`config.mk`:
```
export PLATFORM = sky130hd
export DESIGN_NAME = adc_scan_controller
export DESIGN_NICKNAME = d
export VERILOG_FILES = /design/src/rtl/adc_scan_controller.sv
export SDC_FILE = /design/constraint.sdc
export NUM_CORES = 1
export LEC_CHECK = 0
export CAP_MARGIN = 0
export CELL_PAD_IN_SITES_DETAIL_PLACEMENT = 1
export CELL_PAD_IN_SITES_GLOBAL_PLACEMENT = 2
export CORE_AREA = 2 2 94 96
export CTS_CLUSTER_DIAMETER = 100
export DETAILED_ROUTE_END_ITERATION = 8
export DIE_AREA = 0 0 96 98
export PLACE_DENSITY_LB_ADDON = 0.3
export SYNTH_ARGS = -nofsm -noshare
export SYNTH_HDL_FRONTEND = slang
export SYNTH_SLANG_ARGS = --single-unit
```
`constraint.sdc`:
```
create_clock -name adc_clk -period 2.2 [get_ports adc_clk]
set_input_delay 0.33 -clock adc_clk [delete_from_list [all_inputs] [get_ports adc_clk]]
set_output_delay 0.33 -clock adc_clk [all_outputs]
set_load 0.01 [all_outputs]
```
`src/rtl/adc_scan_controller.sv`:
```
// adc_scan_controller: scans an ordered channel list on an ADC128S022 and publishes per-slot results
// Ports: adc_clk (SCLK-rate clock, also the ADC SCLK), rst_n (synchronous active-low, sampled on both edges),
//   enable (level scan request), dout (ADC serial data) -> adc_cs_n (chip select), din (serial address),
//   ch_data (12 bits per slot), data_valid/data_slot (slot write strobe), scan_done (last slot written)
// Define ADC_SCAN_AVG_EN to publish the truncated mean of each slot's last 4 samples instead of the raw sample.
module adc_scan_controller #(
  parameter int NUM_CH = 3,
  parameter logic [23:0] CH_LIST = 24'o000_341
) (
  input  logic adc_clk,
  input  logic rst_n,
  input  logic enable,
  input  logic dout,
  output logic adc_cs_n,
  output logic din,
  output logic [12*NUM_CH-1:0] ch_data,
  output logic data_valid,
  output logic [2:0] data_slot,
  output logic scan_done
);
  typedef enum logic [1:0] {IDLE, PRIME, RUN, DRAIN} state_t;
  state_t state;
  logic [3:0] bit_cnt;
  logic [2:0] slot_ptr, pend_slot, slot_nxt, addr;
  logic hold, start, wr, last, din_nxt;
  logic [10:0] sh;
  logic [11:0] word;
  always_comb begin
    addr = state == DRAIN ? 3'd0 : CH_LIST[3*slot_ptr +: 3];
    slot_nxt = slot_ptr == 3'(NUM_CH-1) ? 3'd0 : slot_ptr + 3'd1;
    // after DRAIN, bit_cnt doubles as the 16-cycle chip-select-high gap counter
    start = enable && (!hold || bit_cnt == 4'd15);
    din_nxt = bit_cnt == 4'd1 ? addr[2] : bit_cnt == 4'd2 ? addr[1] : bit_cnt == 4'd3 ? addr[0] : 1'b0;
    word = {sh, dout};
    // PRIME returns the power-up channel-0 conversion, which belongs to no slot
    wr = (state == RUN || state == DRAIN) && bit_cnt == 4'd15;
    last = pend_slot == 3'(NUM_CH-1);
  end
  // frame control runs on negedge so din/cs_n are stable for the ADC's rising-edge sampling
  always_ff @(negedge adc_clk) begin
    if (!rst_n) begin
      state <= IDLE;
      bit_cnt <= 4'd0;
      slot_ptr <= 3'd0;
      pend_slot <= 3'd0;
      hold <= 1'b0;
      adc_cs_n <= 1'b1;
      din <= 1'b0;
    end else if (state == IDLE) begin
      state <= start ? PRIME : IDLE;
      adc_cs_n <= !start;
      din <= 1'b0;
      bit_cnt <= (start || !hold) ? 4'd0 : bit_cnt + 4'd1;
      hold <= hold && bit_cnt != 4'd15;
      slot_ptr <= 3'd0;
      pend_slot <= 3'd0;
    end else begin
      bit_cnt <= bit_cnt + 4'd1;
      din <= din_nxt;
      if (bit_cnt == 4'd15) begin
        state <= state == PRIME ? RUN : state == RUN ? (enable ? RUN : DRAIN) : IDLE;
        adc_cs_n <= state == DRAIN;
        hold <= state == DRAIN;
        // the address sent this frame selects the data returned next frame
        pend_slot <= slot_ptr;
        slot_ptr <= slot_nxt;
      end
    end
  end
  always_ff @(posedge adc_clk) begin
    if (!rst_n) begin
      sh <= '0;
      data_valid <= 1'b0;
      data_slot <= 3'd0;
      scan_done <= 1'b0;
    end else begin
      if (state != IDLE && bit_cnt >= 4'd4 && bit_cnt <= 4'd14) sh <= {sh[9:0], dout};
      data_valid <= wr;
      scan_done <= wr && last;
      if (wr) data_slot <= pend_slot;
    end
  end
  for (genvar i = 0; i < NUM_CH; i++) begin : g_slot
    logic [11:0] q;
    logic hit;
    assign hit = wr && pend_slot == 3'(i);
    assign ch_data[12*i +: 12] = q;
`ifdef ADC_SCAN_AVG_EN
    logic [3:0][11:0] h;
    logic [13:0] sum, sum_nxt;
    // running sum: drop the oldest sample, add the new one
    assign sum_nxt = sum - {2'b00, h[3]} + {2'b00, word};
    always_ff @(posedge adc_clk) begin
      if (!rst_n) begin
        h <= '0;
        sum <= '0;
        q <= '0;
      end else if (hit) begin
        h <= {h[2:0], word};
        sum <= sum_nxt;
        q <= sum_nxt[13:2];
      end
    end
`else
    always_ff @(posedge adc_clk) begin
      if (!rst_n) q <= '0;
      else if (hit) q <= word;
    end
`endif
  end
endmodule

```
==> results_dict.tcl, run 1 <==
set metrics [dict create \
    ys.flop_type "dfxtp_1" \
    slew_headroom_pct 63.96 \
    synth_cells 265 \
    multi_input_area_um2 1287 \
    clock-root-buffer "clkbuf_8" \
    antenna_found_initial 0 \
    slowest_stage "or4b_4" \
    placedCellCount 422 \
    grt.overflow.total 0 \
    io_buffers 46 \
    critical_path.endpoint_type "flip-flop" \
    p_leak_nw 1.533 \
    place_ws_ps -576.0 \
    worst_slew_pin_slew_ps 540.7 \
    rsz0062_at_grt "true" \
    syn_nets 276 \
    met1_usage_pct 20.12 \
    finClkSkew_ps 47.17 \
    nNetsFinal 351 \
    yosysWarnings 0 \
    synth-edff-count 0 \
    clk_latency_ps 380 \
    dp_hpwl_mm 4.428 \
    setup_slack_ps -568.5 \
    dieHeight_um 98 \
    cp.arrival_ps 2990 \
    worstPathRequired_ps 2420 \
    coreArea_um2 8466 \
    path_clk_slew_ps 70 \
    violations "negative setup slack" \
    drc_errors 0 \
    status "finished with violations" \
    io_pins 47 \
    total_power_w 0.002867 \
    grt_pass1_wl_mm 10.92 \
    fillers 942 \
    whs_ps 439.2 \
    first_global_vias 2252 \
    drive_gt1_share_pct 18.26 \
    dr.pass1.iters 4 \
    grt_usage_pct 15.00 \
    routabilityCongestion 0.7185 \
    crit_chain "inv_4 > ha_4 > o2111ai_4 > or4b_4 > buf_12 > mux2i_1" \
    cts_tree "yes" \
    drt_iter0_markers 55 \
    maxCapViolations 0 \
    crit_path_max_fanout 12 \
    ys_types 37 \
    htreeDepth 3 \
    peakVddDrop_v 0.0002824 \
    grt_max_degree 55 \
    worstSetupPathType "flip-flop to flip-flop" \
    min_path_type "input pin to flip-flop" \
    setup_viol 54 \
    row_count 34 \
    cts.path.max_buffers 2 \
    slew_viol_final 0 \
    cts_sinks 67 \
    syn_avg_cell_area_um2 9.995 \
    async_reset_ff_share_pct 0 \
    ys_seq_area_share_pct 50.64 \
    hold_violations 0 \
    syn2layout_area_growth_pct 41.80 \
    cts_hold_buf 0 \
    dieArea_um2 9408 \
    powerDensity_nw_per_um2 763.4 \
    placed_area_um2 3395 \
    stdcell_count 453 \
    met3_usage_pct 4.244 \
    fin_area_um2 3756 \
    synth_area_um2 2649 \
    wl_mm 6.399 \
    ant_nets 0 \
    numCtsBuffers 9 \
    vias 2109 \
    wl_per_cell_um 14.13 \
    routed_via_density 4.656 \
    synth_seq_cells 67 \
    fp.dieW_um 96 \
    gr-max-usage-layer "met2" \
    cp_slowest_stage_delay_ps 550 \
    initial_core_util_pct 31.29 \
    regArea_um2 1353 \
    critPathLaunchType "flip-flop" \
    met2_usage_pct 22.17 \
    antennaDiodeCount 0 \
]
[critical path, delay by kind of cell, from the launching register on]
kind | cells | cell delay (ps)
and+or+nand+nor | 1 | 550
buffers and inverters | 2 | 230
adders and majority gates | 1 | 130
muxes | 1 | 120
DFF | 1 | 350
AOI/OAI and AO/OA | 1 | 120
[per-layer routing]
metal	part of all wire, %	routed length, µm	up-vias
li1	-	-	1049
met1	49	3119	1007
met2	46	2928	43
met3	3.8	243	10
met4	1.7	107	0
met5	0	0	-
[what timing repair did]
item	CTS	global route
setup buffers	1	1
pin swaps	6	0
resized for setup	24	6
gates cloned	0	0
endpoints found under the setup margin	55	54
[final cells by class]
class,instances,area share (%)
clock buffers,12,4.730
clock inverters,19,2.765
multi-input cells,171,34.28
repair buffers,71,18.05
well taps,108,3.598
inverters,5,0.5663
flip-flops and latches,67,36.01
[cell families (layout without fill, tap and decap cells)]
family | Yosys count | after routing | synth area share, %
adders and majority gates | 7 | 7 | 3.306
and+or+nand+nor | 88 | 88 | 14.97
buffers and inverters | 27 | 107 | 4.582
muxes | 48 | 48 | 18.14
AOI/OAI and AO/OA | 26 | 26 | 7.700
DFF | 67 | 67 | 50.64
xor gates and xnor gates | 2 | 2 | 0.6614
[Yosys cell counts, types with 2 or more instances]
cell | count | share of area (%)
o211ai_1 | 2 | 0.57
nor2_1 | 4 | 0.57
nand3b_1 | 2 | 0.57
mux2i_1 | 48 | 18
nand2b_1 | 3 | 0.71
a311oi_1 | 2 | 0.66
nand3_1 | 8 | 1.5
inv_1 | 6 | 0.85
ha_1 | 7 | 3.3
nand2_1 | 61 | 8.6
o31a_1 | 2 | 0.66
dfxtp_1 | 67 | 51
nor4_1 | 2 | 0.47
o21ai_0 | 2 | 0.38
a21oi_1 | 8 | 1.5
clkbuf_1 | 14 | 2.0
and3_1 | 2 | 0.47
buf_2 | 4 | 0.76
buf_4 | 2 | 0.57
xor2_1 | 2 | 0.66
[report_power, final]
group	leakage [nW]	switching, W	total, W	internal [W]
Clock	0.193	0.000531	0.00123	0.000694
Sequential	0.542	0.0000318	0.00128	0.00125
Combinational	0.799	0.000181	0.000361	0.000179
Total	1.53	0.000744	0.00287	0.00212
[worst paths after layout]
check                                                   from                           end  slack, ps  cells past startpoint
worst max-delay path                   state[0]$_SDFFE_NN0P_   g_slot[1].q[9]$_SDFFE_PN0P_       -570                      6
worst min-delay path                                   rst_n   g_slot[0].q[5]$_SDFFE_PN0P_        440                      4
worst max register to register         state[0]$_SDFFE_NN0P_   g_slot[1].q[9]$_SDFFE_PN0P_       -570                      6
worst min register to register  g_slot[2].q[10]$_SDFFE_PN0P_  g_slot[2].q[10]$_SDFFE_PN0P_        470                      2
[flip-flops by register name, indices dropped and copies added, names as in the netlist]
name and cells:
adc_cs_n 1, bit_cnt 4, data_slot 3, data_valid 1
din 1, g_slot.q 36, hold 1, pend_slot 3
scan_done 1, sh 11, slot_ptr 3, state 2
[cell usage in the layout (no fill, tap or decap), types with 3 or more instances in the layout]
| cell type | n |
|---|---|
| inv_1 | 18 |
| nand3_1 | 8 |
| ha_1 | 3 |
| nand2_1 | 61 |
| clkdlybuf4s50_1 | 42 |
| nand2b_1 | 3 |
| mux2i_1 | 48 |
| dfxtp_1 | 62 |
| a21oi_1 | 7 |
| buf_4 | 19 |
| buf_6 | 5 |
| clkbuf_8 | 9 |
| ha_4 | 4 |
| dfxtp_2 | 3 |
| nor2_1 | 4 |
[metrics by stage]
step / utilization (%) / setup TNS (ps)
floorplan: - / -24720
global placement: 40.10 / -24830
detailed placement: 40.10 / -26610
CTS: 44.06 / -24680
global route: 44.37 / -28200
finish: 44.37 / -24590
Power figures use the tool's default switching activity.
==> run 2, diff against run 1 <==
- HOLD_SLACK_MARGIN: not set -> 0.05
==> results of run 2 <==
No change in the layout: final DEF, timing and power equal those of run 1.
